## config.mk

```make
export PLATFORM = sky130hd
export DESIGN_NAME = timebase_controller
export DESIGN_NICKNAME = d
export VERILOG_FILES = /design/src/rtl/timebase_controller.sv
export SDC_FILE = /design/constraint.sdc
export NUM_CORES = 1
export LEC_CHECK = 0
export CAP_MARGIN = 10
export CORE_ASPECT_RATIO = 2
export CORE_MARGIN = 2
export CORE_UTILIZATION = 45
export CTS_CLUSTER_SIZE = 16
export DETAILED_ROUTE_END_ITERATION = 8
export GPL_TIMING_DRIVEN = 0
export HOLD_SLACK_MARGIN = 0.08
export PLACE_DENSITY_LB_ADDON = 0.25
export SLEW_MARGIN = 20
export SYNTH_ARGS = -nofsm -noshare
export SYNTH_HDL_FRONTEND = slang
export SYNTH_SLANG_ARGS = --single-unit
export TNS_END_PERCENT = 10
```

## constraint.sdc

```tcl
create_clock -name clk_100MHZ -period 5.7 [get_ports clk_100MHZ]
set_input_delay 1.14 -clock clk_100MHZ [delete_from_list [all_inputs] [get_ports clk_100MHZ]]
set_output_delay 1.14 -clock clk_100MHZ [all_outputs]
set_load 0.03 [all_outputs]
```

## src/rtl/timebase_controller.sv

```systemverilog
// timebase_controller
//   Run-time programmable timebase. A half-period counter running off the
//   system clock toggles clk_out every `half` cycles, giving a 50% duty square
//   wave of period 2*half, plus a one-cycle tick on each rising edge of it.
//   The half-period can be retuned through a valid/ready port while running.
//   A new value takes effect only on a toggle edge, so clk_out never glitches.
//
//   Optional feature macro: TIMEBASE_TICK_COUNT_EN adds the tick_count output,
//   which counts ticks since the last start.
//
// Ports
//   clk_100MHZ  in   system clock, rising edge
//   rst         in   synchronous active-high reset
//   start       in   begin running when idle
//   stop        in   halt and return to idle (wins over start)
//   cfg_valid   in   configuration request
//   cfg_half    in   requested half-period in clk cycles (must be >= 2)
//   cfg_ready   out  request accepted when cfg_valid && cfg_ready
//   cfg_err     out  one-cycle pulse when an accepted request is rejected
//   running     out  high in RUN
//   clk_out     out  divided square wave
//   tick        out  one-cycle pulse in the first cycle clk_out reads 1
//   tick_count  out  ticks since start (TIMEBASE_TICK_COUNT_EN only)
//
// state | meaning
// IDLE  | counter and clk_out held at 0, waiting for start
// RUN   | counter advancing, clk_out toggling every half cycles

module timebase_controller #(
    parameter int DIV_W        = 27,
    parameter int DEFAULT_HALF = 50_000_000,
    parameter int CNT_W        = 32
) (
    input  logic             clk_100MHZ,
    input  logic             rst,
    input  logic             start,
    input  logic             stop,
    input  logic             cfg_valid,
    input  logic [DIV_W-1:0] cfg_half,
    output logic             cfg_ready,
    output logic             cfg_err,
    output logic             running,
    output logic             clk_out,
`ifdef TIMEBASE_TICK_COUNT_EN
    output logic             tick,
    output logic [CNT_W-1:0] tick_count
`else
    output logic             tick
`endif
);

    typedef enum logic {IDLE = 1'b0, RUN = 1'b1} state_t;

    state_t           state_q, state_d;
    logic [DIV_W-1:0] cnt_q, cnt_d;
    logic [DIV_W-1:0] half_q, half_d;
    logic [DIV_W-1:0] pend_half_q, pend_half_d;
    logic             pend_q, pend_d;
    logic             clk_q, clk_d;
    logic             tick_q, tick_d;
    logic             err_q, err_d;
    logic             cfg_accept, cfg_bad, cfg_good;

    assign cfg_accept = cfg_valid && !pend_q;
    assign cfg_bad    = cfg_accept && (cfg_half < DIV_W'(2));
    assign cfg_good   = cfg_accept && !cfg_bad;

    always_comb begin
        state_d     = state_q;
        cnt_d       = cnt_q;
        clk_d       = clk_q;
        tick_d      = 1'b0;
        half_d      = half_q;
        pend_d      = pend_q;
        pend_half_d = pend_half_q;
        err_d       = cfg_bad;
        case (state_q)
            IDLE: begin
                cnt_d = '0;
                clk_d = 1'b0;
                if (cfg_good) half_d = cfg_half;
                if (start && !stop) state_d = RUN;
            end
            RUN: begin
                if (stop) begin
                    // Any toggle due on this edge is dropped; a pending or
                    // freshly accepted value lands here instead.
                    state_d = IDLE;
                    cnt_d   = '0;
                    clk_d   = 1'b0;
                    if (pend_q) begin
                        half_d = pend_half_q;
                        pend_d = 1'b0;
                    end else if (cfg_good) begin
                        half_d = cfg_half;
                    end
                end else begin
                    if (cnt_q == half_q - DIV_W'(1)) begin
                        cnt_d  = '0;
                        clk_d  = ~clk_q;
                        tick_d = ~clk_q;
                        if (pend_q) begin
                            half_d = pend_half_q;
                            pend_d = 1'b0;
                        end
                    end else begin
                        cnt_d = cnt_q + DIV_W'(1);
                    end
                    // Retuning mid-run waits for the next toggle edge so the
                    // current half-period is never shortened or stretched.
                    if (cfg_good) begin
                        pend_d      = 1'b1;
                        pend_half_d = cfg_half;
                    end
                end
            end
            default: state_d = IDLE;
        endcase
    end

    always_ff @(posedge clk_100MHZ) begin
        if (rst) begin
            state_q     <= IDLE;
            cnt_q       <= '0;
            half_q      <= DIV_W'(DEFAULT_HALF);
            pend_half_q <= '0;
            pend_q      <= 1'b0;
            clk_q       <= 1'b0;
            tick_q      <= 1'b0;
            err_q       <= 1'b0;
        end else begin
            state_q     <= state_d;
            cnt_q       <= cnt_d;
            half_q      <= half_d;
            pend_half_q <= pend_half_d;
            pend_q      <= pend_d;
            clk_q       <= clk_d;
            tick_q      <= tick_d;
            err_q       <= err_d;
        end
    end

`ifdef TIMEBASE_TICK_COUNT_EN
    logic [CNT_W-1:0] tcnt_q;

    always_ff @(posedge clk_100MHZ) begin
        if (rst) begin
            tcnt_q <= '0;
        end else if (state_q == IDLE && state_d == RUN) begin
            tcnt_q <= '0;
        end else if (tick_q) begin
            tcnt_q <= tcnt_q + CNT_W'(1);
        end
    end

    assign tick_count = tcnt_q;
`endif

    assign cfg_ready = !pend_q;
    assign cfg_err   = err_q;
    assign running   = (state_q == RUN);
    assign clk_out   = clk_q;
    assign tick      = tick_q;

endmodule

```

==> results_dict.tcl, run 1 <==
set metrics [dict create \
    htreeDepth 3 \
    clkLatencyLatePin_ns 0.35 \
    netlist_top_cells_count "dfxtp_1, nand2_1, nor2_1" \
    maxCapViolCount 0 \
    overflow 0 \
    grt_start_max_net_pins 17 \
    syn2layout_area_growth_pct 17.4 \
    layout-drive-gt1-share 0.0591 \
    final_max_slew_viol_count 0 \
    synth_edf_count 0 \
    p_sw_frac 0.265 \
    p_clk_frac 0.430 \
    portBuffers 36 \
    die_area_sq_mm 0.0119 \
    hp-start "pend_half_q[26]$_SDFFE_PP0P_" \
    die_height_um 152 \
    post-route-min-period_ns 4.28 \
    floorplan.rows 54 \
    cts_resized 0 \
    cts.clk_slew.worst_paths_ns 0.07 \
    route.detailed.drc 0 \
    yosysSeqAreaShare 0.347 \
    synth_top_area_frac 0.347 \
    place.gp.congestion 0.873 \
    skew_ns 0.00882 \
    startpoint "cfg_half[25]" \
    worstMarginPinSlew_ns 0.865 \
    synth_cell_types 56 \
    powerDensity_mw_per_mm2 259 \
    wl_per_cell_um 16.3 \
    crit_required_ns 5.92 \
    clockBufferDepth 2 \
    critPathLaunchType "input port" \
    cts_tree "built" \
    initial_utilization 0.459 \
    worstPathMaxFanout 10 \
    io_pins 37 \
    fp.dieW_um 78.2 \
    post-route-period-util 0.750 \
    drt-initial-drc-count 181 \
    cp-end-kind "flop" \
    grt_pass1_vias 4499 \
    hold_viol 0 \
    synth.area.top_cells "dfxtp_1, mux2i_1, nand2_1, nor2_1, xnor2_1" \
    path_class "input port to flop" \
    sequentialPowerShare 0.431 \
    synth-seq-cells 86 \
    ys_async_sr_fraction 0 \
    r2r_start "half_q[0]$_SDFFE_PP0P_" \
    synth_area_leader_cell "dfxtp_1" \
    switching_power_mw 0.399 \
    syn_area_sq_mm 0.00496 \
    yosys_warnings 0 \
    dpl.cell_count 784 \
    synth_area_per_cell_sq_um 8.15 \
    status "finished, final reports clean" \
    internal-power_mw 1.11 \
    tns_ns 0 \
    antennaDiodeCount 0 \
    firstDrtPassIters 4 \
    rsz0062_at_grt "no" \
    vias 4338 \
    maxSlewHeadroom 0.422 \
    p_leak_nw 1.91 \
    grtUsageTotal 0.229 \
    numCtsBuffers 9 \
    max_freq_ghz 0.234 \
    grt_antenna_before_repair 0 \
    vdd_drop_max_uv 174 \
    synthFlopType "dfxtp_1" \
    post_cts_buffers 0 \
    vias_per_cell 5.42 \
    hold_class "flop to flop" \
    nFillCells 1048 \
    grt_pass1_wl_um 21400 \
    netlist_instances 608 \
    cts_root_buf "clkbuf_16" \
    crit_arrival_ns 4.50 \
    dp_hpwl_um 10400 \
    nets 689 \
    yosysMostFrequentCell "dfxtp_1" \
    ant_nets 0 \
    clock_sinks 86 \
    setup_viol 0 \
    hold_buffers 0 \
    routed_wl_um 13000 \
    core_sq_mm 0.0108 \
    layoutNonFillerInstCount 800 \
    p_comb_frac 0.138 \
    syn-num-nets 642 \
]
stage by stage:
step	hold slack, ns	instance area, sq um	util	setup WS, ns	power, mW
6_report	0.457	5820	0.539	1.42	1.51
3_5_place_dp	0.447	5490	0.508	1.12	0.870
2_1_floorplan	0.437	4960	-	2.41	0.797
4_1_cts	0.456	5820	0.539	1.48	1.52
5_1_grt	0.475	5820	0.539	1.28	1.56
3_3_place_gp	0.443	5490	0.508	1.21	0.864
path summary, 6_finish.rpt:
kind / endpoint / slack (ns) / cells after the start
worst min register to register: pend_half_q[26]$_SDFFE_PP0P_ / 0.46 / 2
worst min-delay path: pend_half_q[26]$_SDFFE_PP0P_ / 0.46 / 2
worst max-delay path: half_q[22]$_SDFFE_PP1P_ / 1.42 / 10
worst max register to register: cnt_q[21]$_SDFF_PP0_ / 2.13 / 12
placed cells by master, fill, tap and decap left out, types with 5 or more instances in the layout:
cell,count
clkbuf_1,24
clkdlybuf4s50_1,36
dfxtp_1,86
nand3_1,21
xnor2_1,33
mux2i_1,55
nand2b_1,31
or3_1,5
clkbuf_16,9
inv_1,10
nand2_1,83
xor2_1,27
a21oi_1,30
o21ai_0,20
nor2_1,77
nor3_1,10
nor4_1,11
buf_1,5
a211oi_1,13
nand4_1,8
critical path, cell delays in order:
cell and delay (ns):
clkdlybuf4s50_1 0.56, nor4_1 0.32, nand4_1 0.24, o21bai_1 0.25, buf_1 0.60, buf_1 0.67
mux2i_1 0.26, nor2_1 0.05, a211oi_1 0.30, mux2i_1 0.11
cell families after synthesis:
| kind of cell | synth area share |
|---|---|
| xor gates and xnor gates | 0.106 |
| and+or+nand+nor | 0.279 |
| DFF | 0.347 |
| adders and majority gates | 0.00505 |
| muxes | 0.113 |
| buffers and inverters | 0.0457 |
| AOI/OAI and AO/OA | 0.103 |
layer usage:
layer | up-vias | share of wire | track usage | wire [um]
met3 | 38 | 0.021 | 0.0332 | 273
li1 | 2191 | - | - | -
met5 | - | 0 | 0 | 0
met4 | 0 | 0.056 | 0.143 | 723
met1 | 2031 | 0.38 | 0.228 | 4890
met2 | 78 | 0.55 | 0.428 | 7140
final cells by class:
cell class | instances | area, sq um | area share
plain buffers | 36 | 189 | 0.0325
inverters | 10 | 37.5 | 0.00645
clock inverters | 7 | 104 | 0.0178
multi-input cells | 476 | 3010 | 0.517
flip-flops and latches | 86 | 1720 | 0.296
well taps | 140 | 175 | 0.0301
repair buffers | 36 | 360 | 0.0619
clock buffers | 9 | 225 | 0.0387
power groups by stage:
stage | Combinational, mW | Clock (mW) | Sequential (mW)
final | 0.208 | 0.648 | 0.649
after global routing | 0.229 | 0.677 | 0.653
after CTS | 0.209 | 0.659 | 0.649
after detailed placement | 0.208 | 0 | 0.662
after global placement | 0.203 | 0 | 0.661
after floorplan | 0.143 | 0 | 0.654
flip-flops by register name, summed over array words and instances (netlist names):
signal / count
cnt_q: 27
tick: 1
half_q: 27
clk_out: 1
running: 1
pend_half_q: 27
cfg_err: 1
pend_q: 1
Note: power is estimated with default switching activity, not from simulation.
==> run 2, diff against run 1 <==
==> constraint.sdc (replaced) <==
create_clock -name clk_100MHZ -period 4.2 [get_ports clk_100MHZ]
set_input_delay 0.84 -clock clk_100MHZ [delete_from_list [all_inputs] [get_ports clk_100MHZ]]
set_output_delay 0.84 -clock clk_100MHZ [all_outputs]
set_load 0.03 [all_outputs]
==> results of run 2 <==
Same layout as run 1 (identical final DEF). Status: finished, final reports clean.
Main changes from that run: setup slack after placement 1.12 ns -> -0.0782 ns; setup slack after layout 1.42 ns -> 0.223 ns; register-to-register setup slack 2.13 ns -> 0.63 ns; total power 1.51 mW -> 2.04 mW; worst IR drop on VDD 174 uV -> 236 uV
